## config.mk

```make
export PLATFORM = sky130hd
export DESIGN_NAME = mul4_fitness_scorer_flat
export DESIGN_NICKNAME = d
export VERILOG_FILES = /design/src/rtl/mul4_fitness_scorer_pkg.sv /design/src/rtl/mul4_fitness_scorer_if.sv /design/src/rtl/mul4_fitness_scorer_match_popcount.sv /design/src/rtl/mul4_fitness_scorer.sv /design/src/flat_wrapper.sv
export SDC_FILE = /design/constraint.sdc
export NUM_CORES = 1
export LEC_CHECK = 0
export BUFFER_PORTS_ARGS = -buffer_cell sky130_fd_sc_hd__buf_4
export CAP_MARGIN = 20
export CORE_MARGIN = 8
export CORE_UTILIZATION = 31
export DETAILED_ROUTE_END_ITERATION = 8
export GPL_ROUTABILITY_DRIVEN = 1
export GPL_TIMING_DRIVEN = 0
export PLACE_DENSITY = 0.51
export SLEW_MARGIN = 10
export SYNTH_ARGS = -nofsm -noshare
export SYNTH_HDL_FRONTEND = slang
export SYNTH_HIERARCHICAL = 1
export SYNTH_SLANG_ARGS = --single-unit
```

## constraint.sdc

```tcl
create_clock -name clk -period 7.55 [get_ports clk]
set_input_delay 0.3775 -clock clk [delete_from_list [all_inputs] [get_ports clk]]
set_output_delay 0.3775 -clock clk [all_outputs]
set_load 0.05 [all_outputs]
```

## src/rtl/mul4_fitness_scorer_pkg.sv

```systemverilog
// Shared types and helpers for the 2x2-bit multiplier fitness scorer.
package mul4_score_pkg;

    typedef enum logic [1:0] {
        ACCUM  = 2'd0,
        DRAIN  = 2'd1,
        REPORT = 2'd2
    } scorer_state_t;

    // Width needed to hold a perfect score over all batches without overflow.
    function automatic int score_width(input int lanes, input int num_batches);
        return $clog2(4 * lanes * num_batches + 1);
    endfunction

    // Golden 4-bit product of one lane, returned as {p3,p2,p1,p0}.
    function automatic logic [3:0] golden_prod(input logic a1, input logic a0,
                                               input logic b1, input logic b0);
        logic p0, p1, p2, p3;
        p0 = a0 & b0;
        p1 = (a1 & b0) ^ (a0 & b1);
        p2 = a1 & b1 & ~(a0 & b0);
        p3 = a1 & a0 & b1 & b0;
        return {p3, p2, p1, p0};
    endfunction

endpackage

```

## src/rtl/mul4_fitness_scorer_if.sv

```systemverilog
// Batch-in / score-out handshake bundle for the fitness scorer.
interface mul4_fitness_scorer_if
    import mul4_score_pkg::*;
#(
    parameter int LANES       = 16,
    parameter int NUM_BATCHES = 1
);
    localparam int SCORE_W = score_width(LANES, NUM_BATCHES);

    logic               in_valid;
    logic               in_ready;
    logic [LANES-1:0]   a1, a0, b1, b0;
    logic [LANES-1:0]   y3, y2, y1, y0;
    logic               out_valid;
    logic               out_ready;
    logic [SCORE_W-1:0] out_score;
    logic               out_perfect;

    modport master (
        output in_valid, a1, a0, b1, b0, y3, y2, y1, y0, out_ready,
        input  in_ready, out_valid, out_score, out_perfect
    );

    modport slave (
        input  in_valid, a1, a0, b1, b0, y3, y2, y1, y0, out_ready,
        output in_ready, out_valid, out_score, out_perfect
    );

endinterface

```

## src/rtl/mul4_fitness_scorer_match_popcount.sv

```systemverilog
// Combinational popcount of the 4*LANES match vector as a binary adder tree.
// Leaves are per-lane 4-bit counts; node n sums children 2n+1 and 2n+2.
module mul4_match_popcount #(
    parameter  int LANES = 16,
    localparam int CNT_W = $clog2(4 * LANES + 1)
) (
    input  logic [4*LANES-1:0] match,
    output logic [CNT_W-1:0]   count
);

    logic [CNT_W-1:0] node [2*LANES-1];

    // Fill leaves with lane counts, then reduce bottom-up to the root.
    always_comb begin
        for (int n = 0; n < 2*LANES-1; n++) node[n] = '0;
        for (int i = 0; i < LANES; i++) begin
            node[LANES-1+i] = CNT_W'(match[i])         + CNT_W'(match[LANES+i])
                            + CNT_W'(match[2*LANES+i]) + CNT_W'(match[3*LANES+i]);
        end
        for (int n = LANES-2; n >= 0; n--) begin
            node[n] = node[2*n+1] + node[2*n+2];
        end
    end

    assign count = node[0];

endmodule

```

## src/rtl/mul4_fitness_scorer.sv

```systemverilog
// Fitness scorer: compares candidate 2x2 products against golden per lane,
// accumulates matching bits over NUM_BATCHES batches and reports one score.
//
//  state  | meaning
//  ACCUM  | accepting batches, one per cycle
//  DRAIN  | last batch in flight through S1/S2, score being registered
//  REPORT | score valid, waiting for consumer
module mul4_fitness_scorer
    import mul4_score_pkg::*;
#(
    parameter int LANES       = 16,
    parameter int NUM_BATCHES = 1
) (
    input  logic                  clk,
    input  logic                  rst_n,
    mul4_fitness_scorer_if.slave  bus
);

    localparam int SCORE_W = score_width(LANES, NUM_BATCHES);
    localparam int POP_W   = $clog2(4 * LANES + 1);
    localparam int CNT_W   = (NUM_BATCHES > 1) ? $clog2(NUM_BATCHES) : 1;
    localparam logic [SCORE_W-1:0] FULL_SCORE = SCORE_W'(4 * LANES * NUM_BATCHES);
    localparam logic [CNT_W-1:0]   LAST_IDX   = CNT_W'(NUM_BATCHES - 1);

    scorer_state_t      state, state_nxt;
    logic               in_ready, out_valid, accept, report_hs, last_accept;
    logic [4*LANES-1:0] match, s1_match;
    logic               s1_valid, s1_last, s2_last;
    logic [CNT_W-1:0]   batch_cnt;
    logic [POP_W-1:0]   pop;
    logic [SCORE_W-1:0] acc, out_score;
    logic               out_perfect;

    assign accept      = bus.in_valid & in_ready;
    assign report_hs   = out_valid & bus.out_ready;
    assign last_accept = accept & (batch_cnt == LAST_IDX);

    // Per-lane match bits, grouped as {bit3 lanes, bit2 lanes, bit1 lanes, bit0 lanes}.
    always_comb begin
        logic [3:0] prod;
        prod  = '0;
        match = '0;
        for (int i = 0; i < LANES; i++) begin
            prod = golden_prod(bus.a1[i], bus.a0[i], bus.b1[i], bus.b0[i]);
            match[i]         = ~(bus.y0[i] ^ prod[0]);
            match[LANES+i]   = ~(bus.y1[i] ^ prod[1]);
            match[2*LANES+i] = ~(bus.y2[i] ^ prod[2]);
            match[3*LANES+i] = ~(bus.y3[i] ^ prod[3]);
        end
    end

    mul4_match_popcount #(.LANES(LANES)) u_popcount (
        .match (s1_match),
        .count (pop)
    );

    // State register.
    always_ff @(posedge clk or negedge rst_n) begin
        if (!rst_n) state <= ACCUM;
        else        state <= state_nxt;
    end

    // Next-state: leave ACCUM on the final batch, report once S2 has folded it in.
    always_comb begin
        state_nxt = state;
        case (state)
            ACCUM:   if (last_accept)    state_nxt = DRAIN;
            DRAIN:   if (s2_last)        state_nxt = REPORT;
            REPORT:  if (bus.out_ready)  state_nxt = ACCUM;
            default:                     state_nxt = ACCUM;
        endcase
    end

    // Handshake outputs decoded from state.
    always_comb begin
        in_ready  = (state == ACCUM);
        out_valid = (state == REPORT);
    end

    // Batch counter wraps on the final batch of an evaluation.
    always_ff @(posedge clk or negedge rst_n) begin
        if (!rst_n)           batch_cnt <= '0;
        else if (last_accept) batch_cnt <= '0;
        else if (accept)      batch_cnt <= batch_cnt + CNT_W'(1);
    end

    // S1: capture match vector and last-batch flag on each accepted batch.
    always_ff @(posedge clk or negedge rst_n) begin
        if (!rst_n) begin
            s1_valid <= 1'b0;
            s1_last  <= 1'b0;
            s1_match <= '0;
        end else begin
            s1_valid <= accept;
            if (accept) begin
                s1_last  <= (batch_cnt == LAST_IDX);
                s1_match <= match;
            end
        end
    end

    // S2: fold popcount into the accumulator; cleared once the score is taken.
    always_ff @(posedge clk or negedge rst_n) begin
        if (!rst_n) begin
            acc     <= '0;
            s2_last <= 1'b0;
        end else begin
            s2_last <= s1_valid & s1_last;
            if (report_hs)     acc <= '0;
            else if (s1_valid) acc <= acc + SCORE_W'(pop);
        end
    end

    // Score register, loaded once the final batch is in the accumulator.
    always_ff @(posedge clk or negedge rst_n) begin
        if (!rst_n) begin
            out_score   <= '0;
            out_perfect <= 1'b0;
        end else if (state == DRAIN && s2_last) begin
            out_score   <= acc;
            out_perfect <= (acc == FULL_SCORE);
        end
    end

    assign bus.in_ready    = in_ready;
    assign bus.out_valid   = out_valid;
    assign bus.out_score   = out_score;
    assign bus.out_perfect = out_perfect;

endmodule
```

## src/flat_wrapper.sv

```systemverilog
// flat-port wrapper written by rule: the top's interface ports become plain ports
module mul4_fitness_scorer_flat import mul4_score_pkg::*;
#(
    parameter int LANES       = 16,
    parameter int NUM_BATCHES = 1
)
  (clk, rst_n, bus_in_valid, bus_a1, bus_a0, bus_b1, bus_b0, bus_y3, bus_y2, bus_y1, bus_y0, bus_out_ready, bus_in_ready, bus_out_valid, bus_out_score, bus_out_perfect);
  mul4_fitness_scorer_if #(.LANES(LANES), .NUM_BATCHES(NUM_BATCHES)) bus_i ();
  input  logic clk;
  input  logic rst_n;
  input wire logic [$bits(bus_i.in_valid)-1:0] bus_in_valid;
  input wire logic [$bits(bus_i.a1)-1:0] bus_a1;
  input wire logic [$bits(bus_i.a0)-1:0] bus_a0;
  input wire logic [$bits(bus_i.b1)-1:0] bus_b1;
  input wire logic [$bits(bus_i.b0)-1:0] bus_b0;
  input wire logic [$bits(bus_i.y3)-1:0] bus_y3;
  input wire logic [$bits(bus_i.y2)-1:0] bus_y2;
  input wire logic [$bits(bus_i.y1)-1:0] bus_y1;
  input wire logic [$bits(bus_i.y0)-1:0] bus_y0;
  input wire logic [$bits(bus_i.out_ready)-1:0] bus_out_ready;
  output wire logic [$bits(bus_i.in_ready)-1:0] bus_in_ready;
  output wire logic [$bits(bus_i.out_valid)-1:0] bus_out_valid;
  output wire logic [$bits(bus_i.out_score)-1:0] bus_out_score;
  output wire logic [$bits(bus_i.out_perfect)-1:0] bus_out_perfect;
  assign bus_i.in_valid = bus_in_valid;
  assign bus_i.a1 = bus_a1;
  assign bus_i.a0 = bus_a0;
  assign bus_i.b1 = bus_b1;
  assign bus_i.b0 = bus_b0;
  assign bus_i.y3 = bus_y3;
  assign bus_i.y2 = bus_y2;
  assign bus_i.y1 = bus_y1;
  assign bus_i.y0 = bus_y0;
  assign bus_i.out_ready = bus_out_ready;
  assign bus_in_ready = bus_i.in_ready;
  assign bus_out_valid = bus_i.out_valid;
  assign bus_out_score = bus_i.out_score;
  assign bus_out_perfect = bus_i.out_perfect;
  mul4_fitness_scorer #(.LANES(LANES), .NUM_BATCHES(NUM_BATCHES)) u_core (.clk(clk), .rst_n(rst_n), .bus(bus_i));
endmodule
```

==> impl_metrics.csv <==
group,metric,value,unit
outcome,status,"completed",
finish,fin_area,7860,sq um
clock_tree,root_buffer,"clkbuf_16",
critical_path,start_kind,"flop",
finish,fill_cells,2038,
critical_path,critPathCapture,"u_core/acc[6]",
yosys,ys_warn_count,6,
critical_path,crit_path_start,"u_core/s1_match[37]",
sta,clock_skew,0.00990,ns
placed_design,gp_congestion,0.788,
placed_design,hpwl,13.3,mm
critical_path,crit_arrival,7.39,ns
floorplanning,ioPinCount,142,
critical_path,path_class,"reg2reg",
finish,antenna_cells,0,
sta,timing.fmax,141,MHz
sta,finalSetupViolCount,0,
sta,tightest_slew,0.681,ns
sta,period_needed,7.11,ns
sta,rsz0062_at_grt,"no",
floorplanning,die_w,156,um
sta,fin_crit_sh,94.2,%
drt,vias,4581,
sta,tns,0,ns
floorplanning,core_area,19400,sq um
yosys,synth_area,6110,sq um
drt,viasPerCell,4.30,
finish,layout_common_cells,"141 x buf_4, 117 x nand2_1, 95 x inv_1",
critical_path,rr_endpoint,"u_core/acc[6]",
finish,finalNetCount,1004,
clock_tree,cts_tree,"done",
clock_tree,htreeDepth,3,
drt,wirelength,16.2,mm
floorplanning,row_count,51,
placed_design,placed_cell_area,7520,sq um
drt,drc,0,
placed_design,port_buffers,141,
grt,grt_pass1_wl,26.3,mm
drt,antenna_left,0,
sta,hold_viol_final,0,
drt,drtIter0Drc,147,
floorplanning,initial_core_util,31.5,%
finish,multi_input_area,3530,sq um
sta,holdWs,0.241,ns
clock_tree,numCtsBuffers,9,
yosys,syn_nets,850,
finish,utilization,40.5,%
sta,final_max_slew_viol_count,0,
grt,grt_overflow,0,
floorplanning,die_h,156,um
hold_path,hp-class,"in2reg",
finish,drive_gt1_share,22.5,%
grt,grt_pass1_vias,4964,
critical_path,crit_required,7.83,ns
finish,ff_latch_area,2130,sq um
floorplanning,die-area,24400,sq um
drt,drt_pass1_iterations,4,
critical_path,worstSetupEndpointType,"flop",
grt,antenna_found_initial,0,
sta,timing.slew.headroom,54.6,%
grt,grt_max_degree,57,
yosys,avgSynthCellArea,9.53,sq um
critical_path,reg2reg_depth,23,
finish,syn2layout_area_growth,28.7,%
yosys,yosys.area.top_type,"dfrtp_1",
yosys,synth_cell_types,36,
finish,final_common_cell,"buf_4",
flow_run,cap_violations,0,
clock_tree,cts_setup_buffers,0,
critical_path,r2r-start,"u_core/s1_match[37]",
grt,grt_usage,14.1,%
critical_path,crit_path_max_fanout,4,
clock_tree,cts_sinks,85,
clock_tree,clk_path_buf_depth,2,
yosys,synth_cells,641,
yosys,synth.top_cell.area_share,34.8,%
drt,post_drt_wl_per_cell,15.2,um
yosys,ys_top_cells_by_area,"dfrtp_1 35%, fa_1 18%, xnor2_1 12%, nand2_1 7.2%, inv_1 5.8%",
clock_tree,clk_pin_slew,0.06,ns
yosys,ys_ff_latch,85,
yosys,yosysSeqAreaShare,34.8,%
clock_tree,insertion_delay,0.35,ns
critical_path,r2r_slack,0.44,ns
[final cells by class]
type / instances / share of cell area, %
Tap cell: 265 / 4.22
Clock buffer: 9 / 2.87
Timing Repair Buffer: 143 / 14.0
Buffer: 16 / 1.04
Clock inverter: 7 / 1.24
Sequential cell: 85 / 27.1
Multi-Input combinational cell: 443 / 45.0
Inverter: 97 / 4.63
[Yosys cell counts]
cell type,n
nand2_1,117
inv_1,95
dfrtp_1,85
xnor2_1,84
o21ai_0,71
fa_1,55
ha_1,22
nand4_1,18
nand3_1,17
nor2_1,10
buf_2,9
mux2_2,7
a21oi_1,6
clkbuf_1,6
and2_1,4
mux2i_1,4
a21o_1,3
nor2b_1,3
nor3_1,3
o21a_1,3
a211o_1,2
inv_2,2
o31a_1,2
a211oi_1,1
a211oi_2,1
a21oi_2,1
a311o_1,1
a31o_1,1
and3_4,1
clkbuf_8,1
nand2b_1,1
nand3b_1,1
nor4_1,1
nor4b_1,1
o41ai_1,1
or2b_1,1
[worst min-delay path by stage]
stage	to	slack (ns)	depth (start not counted)	from
finish	u_core/state[1]	0.24	2	bus_out_ready
global route	u_core/state[1]	0.23	2	bus_out_ready
CTS	u_core/state[1]	0.22	2	bus_out_ready
detailed placement	u_core/bus.out_score[5]	0.36	1	rst_n
global placement	u_core/s1_last	0.46	2	u_core/s1_last
floorplan	u_core/acc[0]	0.08	0	rst_n
[routing by layer]
metal	share of wire (%)	GRT usage [%]	up-vias	wire [um]
li1	-	-	2340	-
met1	43	17.1	2156	7050
met2	52	24.8	77	8410
met3	3.8	3.01	8	613
met4	0.94	3.84	0	153
met5	0	0	-	0
[registers in the layout, indices dropped and copies added, names as in the netlist]
| register | flops |
|---|---|
| u_core/state | 2 |
| u_core/s1_last | 1 |
| u_core/bus.out_score | 7 |
| u_core/s2_last | 1 |
| u_core/acc | 7 |
| u_core/s1_valid | 1 |
| u_core/bus.out_perfect | 1 |
| u_core/s1_match | 64 |
| u_core/batch_cnt | 1 |
[critical path, stage by stage (launching register included)]
cell and delay (ns):
dfrtp_1 0.35, inv_1 0.06, fa_1 0.57, inv_1 0.06, fa_1 0.48, inv_1 0.06
fa_1 0.42, fa_1 0.57, inv_1 0.06, fa_1 0.55, fa_1 0.45, fa_1 0.54
inv_1 0.05, fa_1 0.59, inv_1 0.06, ha_1 0.27, nor2b_1 0.14, o31a_1 0.27
a311o_1 0.37, ha_1 0.34, nand4_1 0.13, a211o_1 0.35, a211oi_2 0.19, a31o_1 0.12
[kinds of logic (layout without fill, tap and decap cells)]
family / after synthesis / after routing / synth area share, %
DFF: 85 / 85 / 34.8
AOI/OAI and AO/OA: 93 / 93 / 8.55
adders and majority gates: 77 / 77 / 22.5
xor gates and xnor gates: 84 / 84 / 12.0
buffers and inverters: 113 / 272 / 7.29
and+or+nand+nor: 178 / 178 / 12.8
muxes: 11 / 11 / 1.95
[through the flow]
stage	worst slack (ns)	std cells
3_3_place_gp	0.487	1047
2_1_floorplan	0.827	641
3_5_place_dp	0.440	1048
6_report	0.438	1065
5_1_grt	0.131	1065
4_1_cts	0.402	1065
[what timing repair did]
item / CTS / global route
gates resized for setup: 0 / 0
hold endpoints to repair: 29 / 0
setup endpoints to repair: 0 / 0
hold buffers: 1 / 0
Power is left out: the tool's default activity adds up to more than one toggle a clock period on the data nets, which glitch-free logic cannot reach.
